**config.mk**
```make
export PLATFORM = sky130hd
export DESIGN_NAME = seq_divider_flat
export DESIGN_NICKNAME = d
export VERILOG_FILES = /design/src/rtl/seq_divider_pkg.sv /design/src/rtl/seq_divider_if.sv /design/src/rtl/seq_divider_addsub.sv /design/src/rtl/seq_divider.sv /design/src/flat_wrapper.sv
export SDC_FILE = /design/constraint.sdc
export NUM_CORES = 1
export LEC_CHECK = 0
export CAP_MARGIN = 15
export CORE_MARGIN = 2
export CORE_UTILIZATION = 40
export DETAILED_ROUTE_END_ITERATION = 10
export REMOVE_ABC_BUFFERS = 1
export SYNTH_ARGS = -nofsm -noshare
export SYNTH_HDL_FRONTEND = slang
export SYNTH_SLANG_ARGS = --single-unit
```
**constraint.sdc**
```tcl
create_clock -name i_clk -period 18.8 [get_ports i_clk]
set_clock_uncertainty 0.2 [all_clocks]
set_input_delay 3.76 -clock i_clk [delete_from_list [all_inputs] [get_ports i_clk]]
set_output_delay 3.76 -clock i_clk [all_outputs]
set_load 0.03 [all_outputs]
```
**src/rtl/seq_divider_pkg.sv**
```systemverilog
// ---------------------------------------------------------------------------
// seq_divider_pkg
//
// Shared definitions for the multicycle divide unit.
//   DIV_W          default operand / quotient / remainder width
//   divState_t     controller states of the divider
//   countWidth()   width of the iteration counter for a given operand width
// ---------------------------------------------------------------------------
package seq_divider_pkg;

  localparam int DIV_W = 32;

  // IDLE: waiting for a request
  // RUN : one quotient bit per clock
  // FIX : final remainder correction and result publish
  // DONE: one-cycle completion pulse, also accepts the next request
  typedef enum logic [1:0] {
    IDLE = 2'd0,
    RUN  = 2'd1,
    FIX  = 2'd2,
    DONE = 2'd3
  } divState_t;

  // The counter walks from n-1 down to 0, so $clog2(n) bits are enough.
  // The max() guard keeps a one-bit counter legal for the smallest width.
  function automatic int countWidth(input int n);
    int w;
    w = $clog2(n);
    if (w < 1) begin
      w = 1;
    end
    return w;
  endfunction

endpackage

```
**src/rtl/seq_divider_if.sv**
```systemverilog
// ---------------------------------------------------------------------------
// seq_divider_if
//
// Start/done handshake between the controller and the divide unit.
//   start        request pulse, only honoured when the divider is not busy
//   dividend     unsigned dividend, sampled with start
//   divisor      unsigned divisor, sampled with start
//   busy         divider is iterating or correcting
//   done         one-cycle pulse, results are valid
//   quotient     held result
//   remainder    held result
//   div_by_zero  held flag, set when the accepted divisor was zero
//
// master: the controller side, slave: the divider side.
// ---------------------------------------------------------------------------
interface seq_divider_if
  import seq_divider_pkg::*;
#(
  parameter int N = DIV_W
);

  logic         start;
  logic [N-1:0] dividend;
  logic [N-1:0] divisor;
  logic         busy;
  logic         done;
  logic [N-1:0] quotient;
  logic [N-1:0] remainder;
  logic         div_by_zero;

  modport master (
    output start,
    output dividend,
    output divisor,
    input  busy,
    input  done,
    input  quotient,
    input  remainder,
    input  div_by_zero
  );

  modport slave (
    input  start,
    input  dividend,
    input  divisor,
    output busy,
    output done,
    output quotient,
    output remainder,
    output div_by_zero
  );

endinterface

```
**src/rtl/seq_divider_addsub.sv**
```systemverilog
// ---------------------------------------------------------------------------
// seq_divider_addsub
//
// Ripple-carry add/subtract datapath, the same structure as the ALU adder.
//   i_a    first operand
//   i_b    second operand
//   i_sub  1: o_sum = i_a - i_b, 0: o_sum = i_a + i_b
//   o_sum  W-bit result, carry-out is not produced
// ---------------------------------------------------------------------------
module seq_divider_addsub
  import seq_divider_pkg::*;
#(
  parameter int W = DIV_W + 1
) (
  input  logic [W-1:0] i_a,
  input  logic [W-1:0] i_b,
  input  logic         i_sub,
  output logic [W-1:0] o_sum
);

  logic [W-1:0] w_bInv;

  // Subtraction is a + ~b + 1: invert b and feed the select in as carry-in.
  assign w_bInv = i_b ^ {W{i_sub}};

  // Bit-serial ripple chain. The carry out of the top bit is simply dropped,
  // the caller works modulo 2^W.
  always_comb begin : rippleChain
    logic w_carry;
    o_sum   = '0;
    w_carry = i_sub;
    for (int i = 0; i < W; i++) begin
      o_sum[i] = i_a[i] ^ w_bInv[i] ^ w_carry;
      w_carry  = (i_a[i] & w_bInv[i]) | (w_carry & (i_a[i] ^ w_bInv[i]));
    end
  end

endmodule

```
**src/rtl/seq_divider.sv**
```systemverilog
// ---------------------------------------------------------------------------
// seq_divider
//
// Multicycle unsigned divider using non-restoring division, one quotient bit
// per clock through a single (N+1)-bit add/subtract unit.
//   i_clk      system clock, rising edge
//   i_rst      synchronous active-high reset, highest priority
//   io_divBus  start/dividend/divisor in, busy/done/quotient/remainder/
//              div_by_zero out (slave side of seq_divider_if)
//
// A request takes N+2 cycles from the accepting edge to the done pulse
// (N RUN iterations, one FIX cycle, then DONE). A zero divisor completes in
// one cycle with an all-ones quotient and the dividend as remainder.
// ---------------------------------------------------------------------------
module seq_divider
  import seq_divider_pkg::*;
#(
  parameter int N = DIV_W
) (
  input  logic          i_clk,
  input  logic          i_rst,
  seq_divider_if.slave  io_divBus
);

  localparam int CW = countWidth(N);

  divState_t    r_state;
  divState_t    w_nextState;

  logic [N:0]   r_partialRem;
  logic [N-1:0] r_quoShift;
  logic [N-1:0] r_divisorHold;
  logic [CW-1:0] r_count;
  logic [N-1:0] r_quotient;
  logic [N-1:0] r_remainder;
  logic         r_divByZero;

  logic         w_accept;
  logic         w_zeroDivisor;
  logic [N:0]   w_addA;
  logic [N:0]   w_addB;
  logic         w_addSub;
  logic [N:0]   w_addSum;

  // A new request is only taken when nothing is in flight; starts that
  // arrive while busy are dropped rather than queued.
  always_comb begin
    w_accept      = 1'b0;
    w_zeroDivisor = (io_divBus.divisor == '0);
    if ((r_state == IDLE) || (r_state == DONE)) begin
      w_accept = io_divBus.start;
    end
  end

  // Next-state logic. DONE behaves like IDLE for accepting a request so a
  // controller can chain divisions without an idle cycle in between.
  always_comb begin
    w_nextState = r_state;
    case (r_state)
      IDLE, DONE: begin
        if (w_accept) begin
          w_nextState = w_zeroDivisor ? DONE : RUN;
        end else begin
          w_nextState = IDLE;
        end
      end
      RUN: begin
        if (r_count == '0) begin
          w_nextState = FIX;
        end
      end
      FIX: begin
        w_nextState = DONE;
      end
      default: begin
        w_nextState = IDLE;
      end
    endcase
  end

  // Adder operand steering. In RUN the adder sees the left-shifted partial
  // remainder (next dividend bit shifted in) and subtracts while the old
  // remainder is non-negative, adds back while it is negative. In FIX it
  // only ever adds, to pull a negative remainder back into range.
  always_comb begin
    w_addA   = r_partialRem;
    w_addSub = 1'b0;
    if (r_state == RUN) begin
      w_addA   = {r_partialRem[N-1:0], r_quoShift[N-1]};
      w_addSub = ~r_partialRem[N];
    end
  end

  assign w_addB = {1'b0, r_divisorHold};

  seq_divider_addsub #(
    .W (N + 1)
  ) u_addsub (
    .i_a   (w_addA),
    .i_b   (w_addB),
    .i_sub (w_addSub),
    .o_sum (w_addSum)
  );

  // All divider state. The published results only move on a zero-divisor
  // acceptance or when FIX hands over to DONE, so they stay stable for the
  // whole time the unit is busy with the next request.
  always_ff @(posedge i_clk) begin
    if (i_rst) begin
      r_state       <= IDLE;
      r_partialRem  <= '0;
      r_quoShift    <= '0;
      r_divisorHold <= '0;
      r_count       <= '0;
      r_quotient    <= '0;
      r_remainder   <= '0;
      r_divByZero   <= 1'b0;
    end else begin
      r_state <= w_nextState;
      case (r_state)
        IDLE, DONE: begin
          if (w_accept) begin
            if (w_zeroDivisor) begin
              r_quotient  <= '1;
              r_remainder <= io_divBus.dividend;
              r_divByZero <= 1'b1;
            end else begin
              r_divisorHold <= io_divBus.divisor;
              r_quoShift    <= io_divBus.dividend;
              r_partialRem  <= '0;
              r_count       <= CW'(N - 1);
            end
          end
        end
        RUN: begin
          // The dividend bits leave the top of the quotient register as the
          // quotient bits enter at the bottom; the new bit is 1 when the
          // updated partial remainder is non-negative.
          r_partialRem <= w_addSum;
          r_quoShift   <= {r_quoShift[N-2:0], ~w_addSum[N]};
          if (r_count != '0) begin
            r_count <= r_count - CW'(1);
          end
        end
        FIX: begin
          if (r_partialRem[N]) begin
            r_partialRem <= w_addSum;
            r_remainder  <= w_addSum[N-1:0];
          end else begin
            r_remainder  <= r_partialRem[N-1:0];
          end
          r_quotient  <= r_quoShift;
          r_divByZero <= 1'b0;
        end
        default: begin
        end
      endcase
    end
  end

  assign io_divBus.busy        = (r_state == RUN) || (r_state == FIX);
  assign io_divBus.done        = (r_state == DONE);
  assign io_divBus.quotient    = r_quotient;
  assign io_divBus.remainder   = r_remainder;
  assign io_divBus.div_by_zero = r_divByZero;

endmodule

```
**src/flat_wrapper.sv**
```systemverilog
// flat-port wrapper written by rule: the top's interface ports become plain ports
module seq_divider_flat import seq_divider_pkg::*;
#(
  parameter int N = DIV_W
)
  (i_clk, i_rst, io_divBus_start, io_divBus_dividend, io_divBus_divisor, io_divBus_busy, io_divBus_done, io_divBus_quotient, io_divBus_remainder, io_divBus_div_by_zero);
  seq_divider_if #(.N(N)) io_divBus_i ();
  input  logic i_clk;
  input  logic i_rst;
  input wire logic [$bits(io_divBus_i.start)-1:0] io_divBus_start;
  input wire logic [$bits(io_divBus_i.dividend)-1:0] io_divBus_dividend;
  input wire logic [$bits(io_divBus_i.divisor)-1:0] io_divBus_divisor;
  output wire logic [$bits(io_divBus_i.busy)-1:0] io_divBus_busy;
  output wire logic [$bits(io_divBus_i.done)-1:0] io_divBus_done;
  output wire logic [$bits(io_divBus_i.quotient)-1:0] io_divBus_quotient;
  output wire logic [$bits(io_divBus_i.remainder)-1:0] io_divBus_remainder;
  output wire logic [$bits(io_divBus_i.div_by_zero)-1:0] io_divBus_div_by_zero;
  assign io_divBus_i.start = io_divBus_start;
  assign io_divBus_i.dividend = io_divBus_dividend;
  assign io_divBus_i.divisor = io_divBus_divisor;
  assign io_divBus_busy = io_divBus_i.busy;
  assign io_divBus_done = io_divBus_i.done;
  assign io_divBus_quotient = io_divBus_i.quotient;
  assign io_divBus_remainder = io_divBus_i.remainder;
  assign io_divBus_div_by_zero = io_divBus_i.div_by_zero;
  seq_divider #(.N(N)) u_core (.i_clk(i_clk), .i_rst(i_rst), .io_divBus(io_divBus_i));
endmodule
```
==> results.py, run 1 <==
metrics = {
    "worst_setup_path": {
        "r2r_slack_ps": 4080,
        "crit_top_cell": "fa_1",
        "critPathArrivalTime_ps": 14840,
        "path_max_fanout": 40,
        "cp-end-kind": "flip-flop",
        "cpPeakStageDelay_ps": 530,
        "start_kind": "flip-flop",
        "required_ps": 18920,
        "crit_slowest_cell": "buf_4",
        "timing_worst_setup_path_type": "reg2reg",
    },
    "layout": {
        "diodes": 0,
        "area_delta_synth_final_pct": 21.4,
        "fillers": 2224,
        "nets": 1192,
        "drive_above_1_share_pct": 10.6,
        "utilization_pct": 49.1,
        "final_cells": 1419,
    },
    "power": {
        "p_sw_share_pct": 43.8,
        "pwr-share-clk_pct": 19.4,
        "p_seq_share_pct": 28.2,
        "net-switching-power_uw": 872,
        "combinationalPowerShare_pct": 52.4,
        "p_leak_nw": 3.90,
        "cell_internal_pwr_mw": 1.12,
        "ir_worst_vdd_uv": 119,
        "powerDensity_mw_per_mm2": 175,
        "total_power_mw": 1.99,
    },
    "timing": {
        "rsz0062_at_grt": "no",
        "max_clock_freq_mhz": 67.9,
        "setup_viol": 0,
        "slew_headroom_pct": 24.1,
        "slew_viol_final": 0,
        "fin_crit_sh_pct": 78.3,
        "tns_ps": 0,
        "whs_ps": 269,
        "hold_violations": 0,
        "period_needed_ps": 14720,
        "worstMarginPinSlew_ps": 1140,
    },
    "logic_synthesis": {
        "synth-edff-count": 0,
        "netlist_area_sq_mm": 0.00940,
        "synth-async-reset-ratio_pct": 0,
        "syn_avg_cell_area_sq_um": 9.08,
        "synth-main-ff-cell": "dfxtp_1",
        "ys_ff_latch": 169,
        "seq_area_frac_synth_pct": 36.0,
        "ys_warn_count": 0,
        "synth_cells": 1036,
        "synth_cell_types": 46,
    },
    "clock_network": {
        "post-cts-setup-buffer-count": 0,
        "postCtsResizedCells": 0,
        "htreeDepth": 4,
        "ctsRootBufferMaster": "clkbuf_16",
        "path_clk_slew_ps": 60,
        "clk_path_buf_depth": 2,
        "cts.sinks": 169,
        "hold_buffers": 0,
        "cts_tree": "built",
        "clock_latency_ps": 430,
        "cts_made_buffers": 17,
    },
    "status": {
        "status": "finished, final reports clean",
    },
    "global_routing": {
        "grt_max_degree": 98,
        "grt_pass1_vias": 7699,
        "antenna_found_initial": 0,
        "grt-ovfl-total": 0,
        "grt_pass1_wl_microns": 41200,
        "grt_util_all_layers_pct": 20.8,
    },
    "die": {
        "fp.dieH_microns": 157,
        "core_area_sq_mm": 0.0233,
        "chipWidth_microns": 157,
        "die_area_sq_mm": 0.0247,
        "ioPinCount": 134,
        "start_util_pct": 40.4,
        "num_rows": 56,
    },
    "place": {
        "portBuffers": 133,
        "dp_cells": 1388,
        "gp_congestion": 0.787,
        "place_hpwl_microns": 16000,
    },
    "drt": {
        "routed_wl_microns": 25500,
        "wl_per_cell_microns": 17.9,
        "num_vias": 7983,
        "first_pass_iters": 5,
        "initialDrtViolationCount": 516,
        "ant_nets": 0,
        "avgViaCountPerCell": 5.63,
        "drc": 0,
    },
    "flow_run": {
        "maxCapViolations": 0,
    },
    "hold_path": {
        "hold_path.class": "reg2reg",
    },
}
cell type report:
class / count / area [sq um] / area share (%)
tap: 319 / 399 / 3.50
clock inverter: 9 / 163 / 1.42
timing repair buffer: 147 / 1440 / 12.6
clock buffer: 22 / 484 / 4.24
sequential: 169 / 3380 / 29.6
multi-input combinational: 713 / 5400 / 47.3
inverter: 40 / 150 / 1.32
per-layer routing:
metal	track usage (%)	wire, microns	vias to the layer above
met5	0	0	-
met4	6.75	408	0
met3	2.78	1090	28
met2	32.3	11500	205
met1	29.9	12500	3884
li1	-	-	3866
cell usage after synthesis (4+ instances only):
cell	count	share of area [%]
nor4_1	9	0.60
nor3_1	34	1.8
clkbuf_1	68	2.7
o211ai_1	32	2.6
o21ai_0	63	3.4
a22oi_1	29	2.3
nor2_1	11	0.44
dfxtp_1	169	36
a211oi_2	29	3.9
o41ai_1	31	2.9
a21oi_1	104	5.5
ha_1	6	0.80
a211oi_1	7	0.56
buf_2	20	1.1
mux2_2	29	3.5
nand2_1	100	4.0
a211o_1	32	3.0
a21o_1	4	0.32
buf_6	9	1.1
nand3_1	34	1.8
xnor2_1	32	3.0
mux2i_1	69	7.3
buf_1	14	0.56
fa_1	31	6.6
inv_1	40	1.6
power by group through the flow:
stage	sequential (mW)	combinational, mW	clock [mW]
5_1_grt	0.579	1.14	0.406
3_3_place_gp	0.567	1.04	0
2_1_floorplan	0.682	0.588	0
4_1_cts	0.563	1.05	0.393
3_5_place_dp	0.571	1.04	0
6_report	0.562	1.04	0.386
sequential cells by signal, summed over array words and instances (netlist names):
name and flops:
u_core.io_divBus.div_by_zero 1, u_core.io_divBus.quotient 32, u_core.io_divBus.remainder 32, u_core.r_count 5
u_core.r_divisorHold 32, u_core.r_partialRem 33, u_core.r_quoShift 32, u_core.r_state 2
worst paths after layout:
path,end,depth (start not counted),from
max,u_core.io_divBus.remainder[31]$_SDFFE_PP0P_,39,u_core.r_partialRem[32]$_SDFFE_PP0P_
min,u_core.r_divisorHold[10]$_SDFFE_PP0P_,2,u_core.r_divisorHold[10]$_SDFFE_PP0P_
min reg2reg,u_core.r_divisorHold[10]$_SDFFE_PP0P_,2,u_core.r_divisorHold[10]$_SDFFE_PP0P_
max reg2reg,u_core.io_divBus.remainder[31]$_SDFFE_PP0P_,39,u_core.r_partialRem[32]$_SDFFE_PP0P_
layout by cell type (no fill, tap or decap), types with 9 or more instances in the layout:
| cell type | count |
|---|---|
| inv_1 | 39 |
| mux2_2 | 29 |
| nand3_1 | 34 |
| o211ai_1 | 32 |
| mux2i_1 | 69 |
| a211oi_2 | 29 |
| a21oi_1 | 103 |
| buf_4 | 14 |
| clkdlybuf4s50_1 | 132 |
| clkbuf_16 | 17 |
| nor4_1 | 9 |
| o41ai_1 | 31 |
| fa_1 | 31 |
| dfxtp_1 | 168 |
| a211o_1 | 32 |
| a22oi_1 | 29 |
| nor2_1 | 10 |
| nand2_1 | 100 |
| nor3_1 | 34 |
| xnor2_1 | 32 |
| o21ai_0 | 63 |
critical path: cells and delay by family, from the launching register on:
kind / cells / cell delay (ps)
adder cells (fa/ha/maj): 31 / 12140
buffers and inverters: 3 / 1050
AO/OA/AOI/OAI: 2 / 410
flip-flops: 1 / 310
AND/OR/NAND/NOR: 1 / 230
XOR/XNOR: 1 / 160
multiplexers: 1 / 80
metrics by stage:
step / cell area, sq um / setup WS [ps]
3_5_place_dp: 10800 / 4120
2_1_floorplan: 8870 / 1760
5_1_grt: 11400 / 3460
6_report: 11400 / 4080
4_1_cts: 11400 / 4100
3_3_place_gp: 10800 / 4300
cells by family after synthesis:
logic type / count (synthesis) / share of synthesized area (%)
AOI/OAI and AO/OA: 344 / 25.8
xor gates and xnor gates: 34 / 3.17
adders and majority gates: 37 / 7.40
buffers and inverters: 154 / 7.23
DFF: 169 / 36.0
muxes: 98 / 10.8
and+or+nand+nor: 200 / 9.61
Power figures use the tool's default switching activity.
==> run 2: changes to the inputs <==
Clock period 18.8 ns to 13.8 ns, I/O delays scaled along.
==> run 2 against run 1 <==
Compared with the run above:
- first-iteration DRC count increased by 1.9%
- via count shrank 0.71%
- global-route usage grew 0.21 points
- total power up 37%
- non-clock buffer count grew 7
- highest routed layer unchanged
==> results.py, run 2 (same netlist as run 1, synthesis figures left out) <==
metrics = {
    "layout": {
        "drive_above_1_share_pct": 12.7,
        "final_cells": 1427,
        "area_delta_synth_final_pct": 22.3,
        "fillers": 2222,
        "diodes": 0,
        "layout_commonest_cell": "dfxtp_1",
        "nets": 1199,
        "utilization_pct": 49.4,
        "largest_register": "u_core.r_partialRem",
        "largest_reg_flops": 33,
        "final_cell_mix": "dfxtp_1 (168), clkdlybuf4s50_1 (132), a21oi_1 (102)",
    },
    "worst_setup_path": {
        "required_ps": 13930,
        "rr_startpoint": "u_core.r_state[1]$_SDFFE_PP0P_",
        "critPathArrivalTime_ps": 13550,
        "critPathCapture": "u_core.io_divBus.remainder[31]$_SDFFE_PP0P_",
        "cp-end-kind": "flip-flop",
        "timing_worst_setup_path_type": "reg2reg",
        "r2r_slack_ps": 380,
        "reg2reg_depth": 38,
        "path_max_fanout": 5,
        "rr_endpoint": "u_core.io_divBus.remainder[31]$_SDFFE_PP0P_",
        "crit_top_cell": "fa_1",
        "crit_start": "u_core.r_state[1]$_SDFFE_PP0P_",
        "start_kind": "flip-flop",
        "cpPeakStageDelay_ps": 450,
        "crit_slowest_cell": "fa_1",
    },
    "drt": {
        "ant_nets": 0,
        "avgViaCountPerCell": 5.55,
        "routed_wl_microns": 25900,
        "num_vias": 7926,
        "initialDrtViolationCount": 526,
        "wl_per_cell_microns": 18.1,
        "drc": 0,
        "first_pass_iters": 5,
    },
    "place": {
        "portBuffers": 133,
        "place_hpwl_microns": 16300,
        "gp_congestion": 0.803,
        "dp_cells": 1395,
    },
    "global_routing": {
        "grt_util_all_layers_pct": 21.1,
        "antenna_found_initial": 0,
        "grt_max_degree": 91,
        "grt_pass1_vias": 7610,
        "grt_pass1_wl_microns": 41100,
        "grt-ovfl-total": 0,
    },
    "timing": {
        "slew_headroom_pct": 24.9,
        "period_needed_ps": 13420,
        "hold_violations": 0,
        "max_clock_freq_mhz": 74.5,
        "worstMarginPinSlew_ps": 1130,
        "slew_viol_final": 0,
        "fin_crit_sh_pct": 97.2,
        "setup_viol": 0,
    },
    "clock_network": {
        "clk_path_buf_depth": 2,
        "cts_tree": "built",
        "ctsRootBufferMaster": "clkbuf_16",
        "htreeDepth": 4,
        "hold_buffers": 0,
        "post-cts-setup-buffer-count": 0,
        "cts_made_buffers": 17,
        "clock_latency_ps": 430,
        "cts.sinks": 169,
        "path_clk_slew_ps": 70,
    },
    "power": {
        "p_leak_nw": 3.90,
        "total_power_mw": 2.72,
        "ir_worst_vdd_uv": 150,
        "powerDensity_mw_per_mm2": 237,
    },
    "die": {
        "core_area_sq_mm": 0.0233,
        "num_rows": 56,
        "start_util_pct": 40.4,
        "chipWidth_microns": 157,
        "ioPinCount": 134,
        "fp.dieH_microns": 157,
        "die_area_sq_mm": 0.0247,
    },
    "hold_path": {
        "hold_path.class": "reg2reg",
        "min_from": "u_core.r_divisorHold[4]$_SDFFE_PP0P_",
    },
    "status": {
        "status": "finished, final reports clean",
    },
    "flow_run": {
        "maxCapViolations": 0,
    },
}
[run 2: changes by cell type in the layout (fill, tap and decap cells not counted), sizes merged]
cell,change
clkinv,+1
clkinvlp,+1
bufinv,-1
inv,+2
buf,+7
clkbuf,-2
[run 2: worst max-delay path: cells and delay by family, from the launching register on]
kind	cells	cell delay, ps
fa+ha+maj	32	11750
mux	2	440
buf+inv	2	180
compound gates	2	440
flops	1	310
[run 2: stage by stage]
step	cell area (sq um)	TNS, ps	setup slack [ps]	hold WS (ps)
floorplan	8870	-39140	-3240	242
global placement	10800	0	81.6	256
detailed placement	10800	-277	-121	259
CTS	11500	0	23.4	268
global route	11500	-11.5	-11.5	280
finish	11500	0	381	268
[run 2: timing repair]
action	4_1_cts	5_1_grt
pin swaps	0	1
hold endpoints to repair	0	0
endpoints found under the setup margin	4	6
resized for setup	4	13
[run 2: metal layers]
metal | wire (microns) | GRT usage [%]
met5 | 0 | 0
met2 | 11700 | 33.1
met3 | 1150 | 3.41
met4 | 410 | 6.75
met1 | 12600 | 29.5
[run 2: how the worst min path moves through the flow]
stage               slack (ps)                                    end  cells past startpoint
floorplan                  240  u_core.r_divisorHold[30]$_SDFFE_PP0P_                      2
global placement           260  u_core.r_divisorHold[28]$_SDFFE_PP0P_                      2
detailed placement         260   u_core.r_divisorHold[4]$_SDFFE_PP0P_                      2
CTS                        270   u_core.r_divisorHold[4]$_SDFFE_PP0P_                      2
global route               280   u_core.r_divisorHold[3]$_SDFFE_PP0P_                      2
finish                     270   u_core.r_divisorHold[4]$_SDFFE_PP0P_                      2
[run 2: final cells by class]
cell class	instances	area, sq um	area share (%)
multi-input combinational	713	5450	47.4
sequential	169	3380	29.4
clock buffer	20	457	3.97
clock inverter	12	166	1.45
timing repair buffer	154	1490	13.0
inverter	40	150	1.31
tap	319	399	3.47
[run 2: report_power, final]
group / switching (mW) / internal (mW)
clock network: 0.213 / 0.297
logic: 0.888 / 0.563
registers: 0.106 / 0.655
total: 1.21 / 1.52
==> run 3: changes to the inputs <==
Settings changed: CORE_MARGIN 2 to unset.
==> run 3 against run 2 <==
Compared with the run above:
- setup slack better by 72 ps
- wire length is 1.6% lower
- critical path depth stayed put
- first-iteration DRC count is 2.7% higher
- fmax is 0.54% higher
- register-to-register slack better by 70 ps
- clock-buffer cell count is 2 higher
- highest routed layer unchanged
==> results.py, run 3 (same netlist as run 1, synthesis figures left out) <==
metrics = {
    "status": {
        "status": "finished, final reports clean",
    },
    "clock_network": {
        "cts_made_buffers": 17,
        "ctsRootBufferMaster": "clkbuf_16",
        "cts_tree": "built",
        "clock_latency_ps": 430,
        "clk_path_buf_depth": 2,
        "hold_buffers": 0,
        "path_clk_slew_ps": 70,
        "htreeDepth": 4,
        "cts.sinks": 169,
    },
    "power": {
        "ir_worst_vdd_uv": 115,
        "net-switching-power_mw": 1.18,
        "powerDensity_mw_per_mm2": 234,
        "p_seq_share_pct": 28.6,
        "total_power_mw": 2.67,
        "p_sw_share_pct": 44.3,
        "p_leak_nw": 3.88,
        "cell_internal_pwr_mw": 1.48,
        "combinationalPowerShare_pct": 53.9,
        "pwr-share-clk_pct": 17.6,
    },
    "worst_setup_path": {
        "required_ps": 13940,
        "start_kind": "flip-flop",
        "cpPeakStageDelay_ps": 440,
        "cp-end-kind": "flip-flop",
        "critPathArrivalTime_ps": 13480,
        "path_max_fanout": 5,
        "crit_slowest_cell": "fa_1",
        "crit_top_cell": "fa_1",
        "timing_worst_setup_path_type": "reg2reg",
    },
    "timing": {
        "whs_ps": 268,
        "hold_violations": 0,
        "period_needed_ps": 13350,
        "fin_crit_sh_pct": 96.7,
        "slew_viol_final": 0,
        "rsz0062_at_grt": "no",
        "setup_slack_ps": 453,
        "max_clock_freq_mhz": 74.9,
        "worstMarginPinSlew_ps": 1140,
        "slew_headroom_pct": 24.2,
        "setup_viol": 0,
    },
    "global_routing": {
        "antenna_found_initial": 0,
        "grt_max_degree": 93,
        "grt_pass1_wl_microns": 41200,
        "grt_util_all_layers_pct": 21.6,
        "grt-ovfl-total": 0,
        "grt_pass1_vias": 7664,
    },
    "layout": {
        "drive_above_1_share_pct": 12.2,
        "largest_reg_flops": 33,
        "diodes": 0,
        "nets": 1200,
        "layout_commonest_cell": "dfxtp_1",
        "final_cells": 1420,
        "final_cell_mix": "dfxtp_1 (168), clkdlybuf4s50_1 (132), a21oi_1 (103)",
        "area_delta_synth_final_pct": 21.4,
        "largest_register": "u_core.r_partialRem",
    },
    "die": {
        "core_area_sq_mm": 0.0228,
        "ioPinCount": 134,
        "fp.dieH_microns": 155,
        "chipWidth_microns": 155,
        "die_area_sq_mm": 0.0241,
        "start_util_pct": 41.2,
        "num_rows": 55,
    },
    "place": {
        "portBuffers": 133,
        "dp_cells": 1388,
        "gp_congestion": 0.811,
        "place_ws_ps": -149,
        "place_hpwl_microns": 15900,
    },
    "drt": {
        "routed_wl_microns": 25500,
        "avgViaCountPerCell": 5.58,
        "wl_per_cell_microns": 17.9,
        "num_vias": 7924,
        "initialDrtViolationCount": 540,
        "ant_nets": 0,
        "first_pass_iters": 7,
        "drc": 0,
    },
    "hold_path": {
        "hold_path.class": "reg2reg",
    },
    "flow_run": {
        "maxCapViolations": 0,
    },
}
[run 3: power groups by stage]
stage               logic, mW  registers (mW)  clock network [mW]
global route             1.57           0.785               0.499
global placement         1.42           0.769                   0
detailed placement       1.43           0.773                   0
CTS                      1.44           0.763               0.475
finish                   1.44           0.762               0.469
floorplan               0.801           0.929                   0
[run 3: worst max-delay path, delay by kind of cell, from the launching register on]
kind / cells / cell delay, ps
buffers and inverters: 2 / 170
adders and majority gates: 32 / 11730
muxes: 2 / 460
AOI/OAI and AO/OA: 2 / 370
DFF: 1 / 310
[run 3: metal layers]
layer | vias up | share of wire [%] | GRT usage (%)
met5 | - | 0 | 0
met4 | 0 | 1.2 | 5.93
met3 | 21 | 3.4 | 3.40
met2 | 181 | 46 | 35.0
met1 | 3834 | 49 | 29.8
li1 | 3888 | - | -
[run 3: path summary, 6_finish.rpt]
path | from | endpoint | slack [ps] | cells after the start
setup / recovery | u_core.r_state[1]$_SDFFE_PP0P_ | u_core.io_divBus.remainder[31]$_SDFFE_PP0P_ | 450 | 38
hold / removal | u_core.io_divBus.quotient[9]$_SDFFE_PP0P_ | u_core.io_divBus.quotient[9]$_SDFFE_PP0P_ | 270 | 2
setup reg to reg | u_core.r_state[1]$_SDFFE_PP0P_ | u_core.io_divBus.remainder[31]$_SDFFE_PP0P_ | 450 | 38
hold reg to reg | u_core.io_divBus.quotient[9]$_SDFFE_PP0P_ | u_core.io_divBus.quotient[9]$_SDFFE_PP0P_ | 270 | 2
[run 3: what timing repair did]
action | CTS | global route
gates resized for setup | 5 | 9
pin swaps | 1 | 1
endpoints found under the setup margin | 5 | 6
buffers inserted | 2 | 0
[run 3: through the flow]
| stage | instance area, sq um | utilization, % | TNS (ps) |
|---|---|---|---|
| final | 11400 | 50.0 | 0 |
| after floorplan | 8870 | - | -39140 |
| after CTS | 11400 | 49.8 | 0 |
| after global routing | 11400 | 50.0 | 0 |
| after detailed placement | 10800 | 47.3 | -381 |
| after global placement | 10800 | 47.3 | -12.1 |
[run 3: area by class of cell]
class / instances / area (sq um)
clock buffers: 22 / 454
clock inverters: 8 / 98.8
fillers: 2207 / 11400
inverters: 40 / 150
multi-input cells: 713 / 5440
flip-flops and latches: 169 / 3380
well taps: 313 / 392
repair buffers: 155 / 1500
